File: config.mk
export PLATFORM = sky130hd
export DESIGN_NAME = nibble_serial_adder_ctrl
export DESIGN_NICKNAME = d
export VERILOG_FILES = /design/src/rtl/nibble_serial_adder_ctrl.sv
export SDC_FILE = /design/constraint.sdc
export NUM_CORES = 1
export LEC_CHECK = 0
export CORE_UTILIZATION = 45
export CTS_BUF_LIST = sky130_fd_sc_hd__clkbuf_8
export CTS_CLUSTER_DIAMETER = 100
export DETAILED_ROUTE_END_ITERATION = 7
export DONT_BUFFER_PORTS = 1
export PLACE_DENSITY = 0.65
export SYNTH_ARGS = -nofsm -noshare
export SYNTH_HDL_FRONTEND = slang
export SYNTH_SLANG_ARGS = --single-unit
File: constraint.sdc
create_clock -name clk -period 4.1 [get_ports clk]
set_input_delay 0.205 -clock clk [delete_from_list [all_inputs] [get_ports clk]]
set_output_delay 0.205 -clock clk [all_outputs]
set_load 0.05 [all_outputs]
File: src/rtl/nibble_serial_adder_ctrl.sv
// nibble_serial_adder_ctrl
//
// W-bit add/subtract (W = 4*NIB) built around one 4-bit ripple-carry stage.
// The stage is reused once per nibble, least significant nibble first, so a
// result takes NIB cycles. Requests and results use valid/ready handshakes.
//
// Ports
//   clk        rising-edge clock
//   rst_n      asynchronous active-low reset
//   in_valid   operand request valid
//   in_ready   block can accept a request (IDLE only)
//   a, b       W-bit operands (unsigned or two's complement)
//   sub        0: a+b, 1: a-b
//   out_valid  result valid (DONE only)
//   out_ready  consumer accepts the result
//   sum        W-bit result, modulo 2^W
//   c_out      carry out of the MSB; on subtract 1 means no borrow
//   ovf        signed two's-complement overflow
//
// state | meaning
// ------+-----------------------------------------------------------
// IDLE  | waiting for in_valid; in_ready=1
// RUN   | one nibble per cycle through the 4-bit stage
// DONE  | result held on sum/c_out/ovf until out_ready; out_valid=1

module nibble_serial_adder_ctrl #(
  parameter int NIB = 4
) (
  input  logic             clk,
  input  logic             rst_n,
  input  logic             in_valid,
  output logic             in_ready,
  input  logic [4*NIB-1:0] a,
  input  logic [4*NIB-1:0] b,
  input  logic             sub,
  output logic             out_valid,
  input  logic             out_ready,
  output logic [4*NIB-1:0] sum,
  output logic             c_out,
  output logic             ovf
);

  localparam int W  = 4 * NIB;
  localparam int IW = (NIB > 1) ? $clog2(NIB) : 1;
  localparam logic [IW-1:0] IDX_LAST = IW'(NIB - 1);

  typedef enum logic [1:0] {
    IDLE = 2'd0,
    RUN  = 2'd1,
    DONE = 2'd2
  } state_t;

  state_t          state_q, state_d;
  logic [W-1:0]    a_q, a_d;
  logic [W-1:0]    b_q, b_d;
  logic [W-1:0]    sum_q, sum_d;
  logic            carry_q, carry_d;
  logic [IW-1:0]   idx_q, idx_d;
  logic            c_out_q, c_out_d;
  logic            ovf_q, ovf_d;

  // Shared 4-bit ripple-carry stage
  logic [3:0]      st_a, st_b, st_s;
  logic [4:0]      st_c;
  logic [IW+1:0]   nib_base;

  assign nib_base = {idx_q, 2'b00};
  assign st_a     = a_q[nib_base +: 4];
  assign st_b     = b_q[nib_base +: 4];

  always_comb begin
    st_c    = '0;
    st_s    = '0;
    st_c[0] = carry_q;
    for (int i = 0; i < 4; i++) begin
      st_s[i]   = st_a[i] ^ st_b[i] ^ st_c[i];
      st_c[i+1] = (st_a[i] & st_b[i]) | (st_c[i] & (st_a[i] ^ st_b[i]));
    end
  end

  // Subtraction is a + ~b + 1: the inverted B is stored and the "+1" enters
  // as the initial carry-in, so the carry register also carries the sub flag.
  always_comb begin
    state_d = state_q;
    a_d     = a_q;
    b_d     = b_q;
    sum_d   = sum_q;
    carry_d = carry_q;
    idx_d   = idx_q;
    c_out_d = c_out_q;
    ovf_d   = ovf_q;

    unique case (state_q)
      IDLE: begin
        if (in_valid) begin
          a_d     = a;
          b_d     = sub ? ~b : b;
          carry_d = sub;
          idx_d   = '0;
          state_d = RUN;
        end
      end

      RUN: begin
        sum_d[nib_base +: 4] = st_s;
        carry_d              = st_c[4];
        if (idx_q == IDX_LAST) begin
          idx_d   = '0;
          c_out_d = st_c[4];
          // Operands of equal sign producing a result of the other sign.
          ovf_d   = ~(a_q[W-1] ^ b_q[W-1]) & (st_s[3] ^ a_q[W-1]);
          state_d = DONE;
        end else begin
          idx_d = idx_q + 1'b1;
        end
      end

      DONE: begin
        if (out_ready) begin
          state_d = IDLE;
        end
      end

      default: begin
        state_d = IDLE;
      end
    endcase
  end

  always_ff @(posedge clk or negedge rst_n) begin
    if (!rst_n) begin
      state_q <= IDLE;
      a_q     <= '0;
      b_q     <= '0;
      sum_q   <= '0;
      carry_q <= 1'b0;
      idx_q   <= '0;
      c_out_q <= 1'b0;
      ovf_q   <= 1'b0;
    end else begin
      state_q <= state_d;
      a_q     <= a_d;
      b_q     <= b_d;
      sum_q   <= sum_d;
      carry_q <= carry_d;
      idx_q   <= idx_d;
      c_out_q <= c_out_d;
      ovf_q   <= ovf_d;
    end
  end

  assign in_ready  = (state_q == IDLE);
  assign out_valid = (state_q == DONE);
  assign sum       = sum_q;
  assign c_out     = c_out_q;
  assign ovf       = ovf_q;

endmodule

==> results.json, run 1 <==
{
  "syn_avg_cell_area_um2": 11.2,
  "drc_errors": 0,
  "numCtsBuffers": 5,
  "hold_buffers": 11,
  "dpl.cell_count": 311,
  "cts_tree": "yes",
  "grt_max_degree": 56,
  "power-per-cell-area_nw_per_um2": 871,
  "port_buffers": 0,
  "clock_latency_ns": 0.31,
  "arrival_ns": 3.36,
  "worst-path-max-fanout": 12,
  "p_leak_nw": 1.39,
  "max_freq_mhz": 317,
  "cts_sinks": 55,
  "setup-tns-final_ns": 0,
  "hold_ws_ns": 0.00917,
  "cts_setup_buffers": 0,
  "power_mw": 2.65,
  "finalSetupViolCount": 0,
  "min_path_type": "input pin to register",
  "gp_congestion": 0.785,
  "synth_ff_type": "dfrtp_1",
  "worst_pin_slew_ns": 1.16,
  "path_class": "register to register",
  "post_drt_wl_per_cell_um": 15.6,
  "timing.critical_path.required_ns": 4.30,
  "hold_violations": 0,
  "dpl.hpwl_um": 3660,
  "grt_pass1_vias": 1761,
  "initial_core_util_pct": 46.9,
  "htree_levels": 2,
  "drtIter0Drc": 57,
  "timing.final.ws_setup_ns": 0.948,
  "preCtsSetupSlack_ns": 0.949,
  "synth-edff-count": 0,
  "diodes": 0,
  "cts_resized": 0,
  "syn_area_um2": 2800,
  "ys_async_sr_fraction_pct": 100,
  "placementRows": 28,
  "rsz0062_at_grt": "false",
  "grt_usage_pct": 18.0,
  "grt_pass1_wl_um": 8700,
  "ys_warn_count": 0,
  "clockRootBuffer": "clkbuf_8",
  "area_growth_pct": 9.04,
  "final_area_um2": 3050,
  "place_area_um2": 2780,
  "clk_pin_slew_worst_paths_ns": 0.10,
  "seq_area_frac_synth_pct": 49.2,
  "wl_met2_um": 2620,
  "ys_types": 37,
  "drv_cap": 0,
  "instances_no_fill": 333,
  "fin_skew_ns": 0.0112,
  "drive_above_1_share_pct": 15.9,
  "grt-ovfl-total": 0,
  "pin_count": 57,
  "firstDrtPassIters": 4,
  "synth_cells": 249,
  "maxSlewHeadroom_pct": 22.9,
  "ys_ff_latch": 55,
  "finish.net_count": 304,
  "status": "finished clean",
  "top_layer": "met4",
  "met3_length_um": 272,
  "die_w_um": 80.8,
  "via_per_inst": 5.24,
  "fin_crit_sh_pct": 76.9,
  "crit_path_end_kind": "register",
  "fin_util_pct": 51.2,
  "final_antenna_net_count": 0,
  "routed_wl_um": 5210,
  "die_y_um": 80.8,
  "via_count": 1746,
  "fin_crit_ns": 3.15,
  "synth_nets": 296,
  "drv_slew": 0,
  "antenna_found_initial": 0,
  "wl_met1_um": 2260,
  "fp.dieArea_um2": 6530,
  "core_um2": 5960,
  "clockBufferDepth": 2,
  "startpoint_type": "register",
  "ir_drop_v": 0.000414
}
-- sequential cells by signal (all words and copies together), names as in the netlist --
register,flops
a_q,16
b_q,16
c_out,1
carry_q,1
idx_q,2
ovf,1
state_q,2
sum,16
-- report_power, final --
group | switching [mW] | internal (mW)
clock network | 0.184 | 0.184
registers | 0.339 | 0.759
logic | 0.680 | 0.508
-- worst paths after layout --
check	from	end	slack, ns	depth (start not counted)
setup reg to reg	idx_q[1]$_DFFE_PN0P_	ovf$_DFFE_PN0P_	0.95	12
min in group asynchronous	rst_n	sum[7]$_DFFE_PN0P_	0.40	2
hold / removal	a[2]	a_q[2]$_DFFE_PN0P_	0.009	2
hold reg to reg	b_q[11]$_DFFE_PN0P_	b_q[11]$_DFFE_PN0P_	0.48	2
max in group asynchronous	rst_n	a_q[12]$_DFFE_PN0P_	3.44	2
setup / recovery	idx_q[1]$_DFFE_PN0P_	ovf$_DFFE_PN0P_	0.95	12
-- Yosys cell counts (6+ instances only) --
cell type	number	area [um^2]
a22o_1	8	70.1
xnor2_1	16	140
buf_6	6	67.6
dfrtp_1	55	1380
mux4_2	8	180
o21ai_2	16	140
nand2_1	76	285
ha_1	6	75.1
inv_1	11	41.3
-- cell type report --
class                   count  area [um^2]
clock buffers               5         68.8
clock inverters             3         46.3
fillers                   537         2910
inverters                  11         41.3
multi-input cells         169         1260
flip-flops and latches     55         1380
well taps                  75         93.8
repair buffers             15          165
-- critical path, cell delays in order (launching register included) --
cell and delay (ns):
dfrtp_1 0.66, mux4_2 0.29, inv_1 0.05, fa_1 0.37
inv_1 0.07, fa_1 0.15, inv_1 0.05, fa_1 0.35
inv_1 0.08, fa_1 0.51, nand2b_1 0.11, o22ai_1 0.07
mux2_2 0.26
-- layout by cell type (no fill, tap or decap), types with 2 or more instances in the layout --
master	instances
dlygate4sd3_1	13
mux2_2	2
or4_1	2
ha_1	6
inv_1	11
a22o_1	8
o31ai_1	2
nor3_1	2
nand2_1	76
o21ai_0	4
clkbuf_8	5
nor4_1	2
o21ai_1	2
o2bb2ai_1	4
dfrtp_1	55
fa_1	4
mux4_2	8
o21ai_2	16
xnor2_1	16
-- cell families (layout without fill, tap and decap cells) --
group / count (synthesis) / in the layout / synth area share [%]
xor+xnor: 16 / 16 / 5.01
simple gates: 95 / 95 / 16.2
flops: 55 / 55 / 49.2
buf+inv: 25 / 34 / 5.82
fa+ha+maj: 10 / 10 / 5.55
mux: 10 / 10 / 7.25
compound gates: 38 / 38 / 11.0
-- per-layer routing --
layer | global-route usage [%] | vias up
met1 | 22.4 | 842
met3 | 4.94 | 5
li1 | - | 858
met4 | 5.36 | 0
met5 | 0 | -
met2 | 30.3 | 41
(Power assumes the default switching activity.)
==> inputs of run 2 (changes only) <==
- clock period: 4.1 -> 3.27 ns (I/O delays scaled with it)
==> run 2 against run 1 <==
  * Sequential cell count stayed put
  * Critical path depth shrank 2
  * Fmax is 2.9% higher
  * Hold slack better by 0.014 ns
  * Largest power group unchanged
  * Total power grew 25%
  * Sequential share of layout area down 1.0 points
  * Register-to-register slack worse by 0.74 ns
  * Count of clock-buffer cells in the layout unchanged
==> results.json, run 2 (synthesis gave the netlist of run 1 again) <==
{
  "hp-start": "b[13]",
  "htree_levels": 2,
  "cts_resized": 0,
  "pwr-share-seq_pct": 41.0,
  "initial_core_util_pct": 46.9,
  "clk_pin_slew_worst_paths_ns": 0.09,
  "clockRootBuffer": "clkbuf_8",
  "power_mw": 3.31,
  "fin_crit_sh_pct": 93.7,
  "clockBufferDepth": 2,
  "antenna_found_initial": 0,
  "placementRows": 28,
  "final_area_um2": 3120,
  "hold_ws_ns": 0.0227,
  "place_area_um2": 2800,
  "drc_errors": 0,
  "min_delay_worst_endpoint": "b_q[13]$_DFFE_PN0P_",
  "via_count": 1785,
  "gp_congestion": 0.755,
  "grt_usage_pct": 18.6,
  "cts_setup_buffers": 0,
  "crit_chain": "buf_4 -> mux4_2 -> fa_1 -> inv_1 -> fa_1 -> inv_1 -> fa_1 -> nand2b_1 -> o22ai_1 -> mux2_2",
  "grt-ovfl-total": 0,
  "hold_depth": 2,
  "routed_wl_um": 5320,
  "via_per_inst": 5.23,
  "port_buffers": 0,
  "startpoint_type": "register",
  "register_area_um2": 1380,
  "die_y_um": 80.8,
  "finish.net_count": 313,
  "dpl.hpwl_um": 3760,
  "path_class": "register to register",
  "post_drt_wl_per_cell_um": 15.6,
  "power.internal_mw": 1.83,
  "clock_latency_ns": 0.31,
  "final_antenna_net_count": 0,
  "crit_top_cell": "fa_1",
  "fin_util_pct": 52.4,
  "p_clk_share_pct": 13.1,
  "worst-path-max-fanout": 15,
  "cp_slowest_cell": "fa_1",
  "layout_common_cells": "nand2_1, dfrtp_1, dlygate4sd3_1",
  "max_freq_mhz": 326,
  "hold_violations": 0,
  "rsz0062_at_grt": "false",
  "rrSetupSlack_ns": 0.21,
  "fin_skew_ns": 0.00434,
  "p_comb_share_pct": 45.9,
  "worst-path-buf-inv": 3,
  "pin_count": 57,
  "diodes": 0,
  "firstDrtPassIters": 4,
  "crit_path_end_kind": "register",
  "drive_above_1_share_pct": 15.8,
  "grt_max_degree": 56,
  "core_um2": 5960,
  "drv_cap": 0,
  "cts_sinks": 55,
  "timing.rr.end": "ovf$_DFFE_PN0P_",
  "die_w_um": 80.8,
  "grt_pass1_vias": 1808,
  "arrival_ns": 3.27,
  "power-per-cell-area_nw_per_um2": 1060,
  "p_sw_share_pct": 44.8,
  "layout_commonest_cell": "nand2_1",
  "cts_tree": "yes",
  "slowest_delay_ns": 0.56,
  "multiInputGateArea_um2": 1260,
  "status": "finished clean",
  "critPathTopFamily": "adder cells",
  "p_switching_mw": 1.48,
  "timing.critical_path.required_ns": 3.47,
  "min_path_type": "input pin to register",
  "fp.dieArea_um2": 6530,
  "ir_drop_v": 0.000461,
  "p_leak_nw": 1.43,
  "fillCellCount": 557,
  "reg2reg_depth": 10,
  "area_growth_pct": 11.5,
  "grt_pass1_wl_um": 8940,
  "drtIter0Drc": 78,
  "r2r-start": "idx_q[0]$_DFFE_PN0P_",
  "worst_pin_slew_ns": 0.877,
  "drv_slew": 0,
  "maxSlewHeadroom_pct": 41.3,
  "numCtsBuffers": 5,
  "setup-tns-final_ns": 0,
  "fin_crit_ns": 3.06,
  "finalSetupViolCount": 0
}
## run 2: metal layers
metal | vias up | routed length, um | GRT usage [%]
met3 | 6 | 285 | 6.29
met2 | 44 | 2600 | 31.0
met4 | 0 | 53 | 4.29
met1 | 863 | 2380 | 23.2
li1 | 872 | - | -
met5 | - | 0 | 0
## run 2: worst max-delay path by stage
stage / start / endpoint / slack (ns) / cells past startpoint
after global routing: idx_q[0]$_DFFE_PN0P_ / ovf$_DFFE_PN0P_ / 0.05 / 10
after floorplan: idx_q[1]$_DFFE_PN0P_ / ovf$_DFFE_PN0P_ / 0.28 / 13
after global placement: idx_q[0]$_DFFE_PN0P_ / ovf$_DFFE_PN0P_ / 0.26 / 9
after CTS: idx_q[0]$_DFFE_PN0P_ / ovf$_DFFE_PN0P_ / 0.20 / 9
after detailed placement: idx_q[0]$_DFFE_PN0P_ / ovf$_DFFE_PN0P_ / 0.21 / 9
final: idx_q[0]$_DFFE_PN0P_ / ovf$_DFFE_PN0P_ / 0.21 / 10
## run 2: power by group through the flow
stage	logic [mW]	clock network, mW	registers, mW
after detailed placement	1.50	0	1.38
final	1.52	0.434	1.36
after global routing	1.69	0.484	1.40
after global placement	1.48	0	1.37
after CTS	1.54	0.452	1.36
after floorplan	1.29	0	1.28
## run 2: layout make-up
cell class	count	share of cell area, %
sequential	55	44.1
multi-input combinational	169	40.3
timing repair buffer	24	7.95
tap	75	3.01
clock buffer	5	2.21
inverter	11	1.32
clock inverter	2	1.08
## run 2: through the flow
stage / cells / setup slack [ns]
global route: 341 / 0.0479
global placement: 314 / 0.265
floorplan: 249 / 0.278
finish: 341 / 0.206
CTS: 341 / 0.202
detailed placement: 314 / 0.208
## run 2: timing repair
item / in CTS / in global routing
hold buffers: 20 / 0
endpoints found under the hold margin: 73 / 0
endpoints found under the setup margin: 0 / 0
==> inputs of run 3 (changes only) <==
- RECOVER_POWER: default -> 50
==> run 3 against run 2 <==
  * Sequential share of layout area grew 0.21 points
  * Fmax is essentially flat
  * Global-route usage is the same
  * Setup slack gained 0.0011 ns
  * Count of clock-buffer cells in the layout is the same
  * Critical path type unchanged
  * Largest cell class unchanged
  * The run now ends with capacitance limit, slew limit left
  * Clock power is essentially flat
  * Hold slack is essentially flat
  * Design area shrank 0.48%
  * Highest routed layer unchanged
  * Sequential power is essentially flat
  * Largest power group unchanged
  * Die area is the same
  * Via count grew 0.45%
  * Total power shrank 0.15%
==> results.json, run 3 (synthesis gave the netlist of run 1 again) <==
{
  "status": "complete, but fails checks",
  "violations": "capacitance limit, slew limit",
  "port_buffers": 0,
  "die_y_um": 80.8,
  "grt_pass1_vias": 1808,
  "die_w_um": 80.8,
  "drtIter0Drc": 103,
  "arrival_ns": 3.27,
  "max_freq_mhz": 327,
  "ir_drop_v": 0.000462,
  "routed_wl_um": 5330,
  "top_layer": "met4",
  "via_count": 1793,
  "hold_violations": 0,
  "p_sw_share_pct": 44.8,
  "antenna_found_initial": 0,
  "core_um2": 5960,
  "cts_sinks": 55,
  "numCtsBuffers": 5,
  "finish.net_count": 313,
  "clockRootBuffer": "clkbuf_8",
  "dpl.hpwl_um": 3760,
  "clockBufferDepth": 2,
  "setup-tns-final_ns": 0,
  "post_drt_wl_per_cell_um": 15.6,
  "pin_count": 57,
  "firstDrtPassIters": 4,
  "drc_errors": 0,
  "timing.final.ws_setup_ns": 0.207,
  "critPathTopFamily": "adder cells",
  "p_leak_nw": 1.43,
  "crit_chain": "buf_4 -> mux4_2 -> fa_1 -> inv_1 -> fa_1 -> inv_1 -> fa_1 -> nand2b_1 -> o22ai_1 -> mux2_2",
  "clock_latency_ns": 0.31,
  "crit_start": "idx_q[0]$_DFFE_PN0P_",
  "met3_length_um": 295,
  "layout_common_cells": "nand2_1, dfrtp_1, dlygate4sd3_1",
  "via_per_inst": 5.26,
  "worst-path-buf-inv": 3,
  "startpoint_type": "register",
  "p_clk_share_pct": 13.2,
  "p_comb_share_pct": 45.8,
  "path_class": "register to register",
  "cp_slowest_cell": "fa_1",
  "min_path_type": "input pin to register",
  "hold_ws_ns": 0.0225,
  "preCtsSetupSlack_ns": 0.208,
  "initial_core_util_pct": 46.9,
  "grt-ovfl-total": 0,
  "r2r-start": "idx_q[0]$_DFFE_PN0P_",
  "wl_met2_um": 2600,
  "crit_top_cell": "fa_1",
  "finalSetupViolCount": 0,
  "layout_commonest_cell": "nand2_1",
  "drv_slew": 56,
  "wl_met1_um": 2370,
  "cts_setup_buffers": 0,
  "rsz0062_at_grt": "false",
  "pwr-share-seq_pct": 41.1,
  "clk_pin_slew_worst_paths_ns": 0.09,
  "power.internal_mw": 1.83,
  "timing.rr.end": "ovf$_DFFE_PN0P_",
  "crit_path_end": "ovf$_DFFE_PN0P_",
  "fillCellCount": 559,
  "p_switching_mw": 1.48,
  "cp.depth": 10,
  "grt_max_degree": 56,
  "maxSlewHeadroom_pct": -58.8,
  "timing.critical_path.required_ns": 3.48,
  "reg2reg_depth": 10,
  "area_growth_pct": 11.0,
  "crit_path_end_kind": "register",
  "placementRows": 28,
  "grt_usage_pct": 18.6,
  "drv_cap": 1,
  "power-per-cell-area_nw_per_um2": 1070,
  "cts_tree": "yes",
  "drive_above_1_share_pct": 15.4,
  "grt_pass1_wl_um": 8940,
  "worst_pin_slew_ns": 2.38,
  "rrSetupSlack_ns": 0.21,
  "fp.dieArea_um2": 6530,
  "worst-path-max-fanout": 15,
  "fin_crit_ns": 3.06,
  "fin_skew_ns": 0.00506,
  "final_antenna_net_count": 0,
  "gp_congestion": 0.755,
  "fin_crit_sh_pct": 93.7,
  "slowest_delay_ns": 0.56,
  "diodes": 0,
  "htree_levels": 2
}
==> run 3: worst register-to-register path: cells and delay by family, from the launching register on <==
kind | cells | cell delay, ns
AO/OA/AOI/OAI | 1 | 0.07
adder cells (fa/ha/maj) | 3 | 1.14
buffers and inverters | 3 | 0.38
flip-flops | 1 | 0.44
multiplexers | 2 | 0.81
AND/OR/NAND/NOR | 1 | 0.13
==> run 3: timing repair <==
item                      in CTS  in global routing
gates resized for setup        0                  0
hold endpoints to repair      73                  0
hold buffers                  20                  0
==> run 3: power groups by stage <==
stage	registers [mW]	clock network, mW	logic, mW
2_1_floorplan	1.28	0	1.29
5_1_grt	1.40	0.484	1.69
3_5_place_dp	1.38	0	1.50
4_1_cts	1.36	0.452	1.54
6_report	1.36	0.436	1.51
3_3_place_gp	1.37	0	1.48
==> run 3: area by class of cell <==
| class | instances | area, um^2 | share of cell area (%) |
|---|---|---|---|
| tap | 75 | 93.8 | 3.02 |
| sequential | 55 | 1380 | 44.4 |
| clock inverter | 2 | 33.8 | 1.09 |
| multi-input combinational | 169 | 1260 | 40.5 |
| clock buffer | 5 | 68.8 | 2.22 |
| timing repair buffer | 24 | 233 | 7.50 |
| inverter | 11 | 41.3 | 1.33 |
==> run 3: how the worst min path moves through the flow <==
stage / from / end / cells after the start
CTS: b[14] / b_q[14]$_DFFE_PN0P_ / 2
detailed placement: rst_n / sum[9]$_DFFE_PN0P_ / 0
global route: b[1] / b_q[1]$_DFFE_PN0P_ / 2
global placement: rst_n / state_q[1]$_DFFE_PN0P_ / 0
finish: b[10] / b_q[10]$_DFFE_PN0P_ / 2
floorplan: rst_n / a_q[0]$_DFFE_PN0P_ / 0
==> run 3: metrics by stage <==
step | utilization, % | power [mW] | cell area (um^2) | instances
4_1_cts | 52.4 | 3.35 | 3120 | 341
3_5_place_dp | 47.0 | 2.88 | 2800 | 314
5_1_grt | 52.1 | 3.57 | 3100 | 341
2_1_floorplan | - | 2.56 | 2800 | 249
3_3_place_gp | 47.0 | 2.85 | 2800 | 314
6_report | 52.1 | 3.31 | 3100 | 341
==> run 3: metal layers <==
metal | vias to the layer above | track usage (%)
met2 | 44 | 31.0
met5 | - | 0
met3 | 6 | 6.29
met1 | 872 | 23.2
met4 | 0 | 4.29
li1 | 871 | -
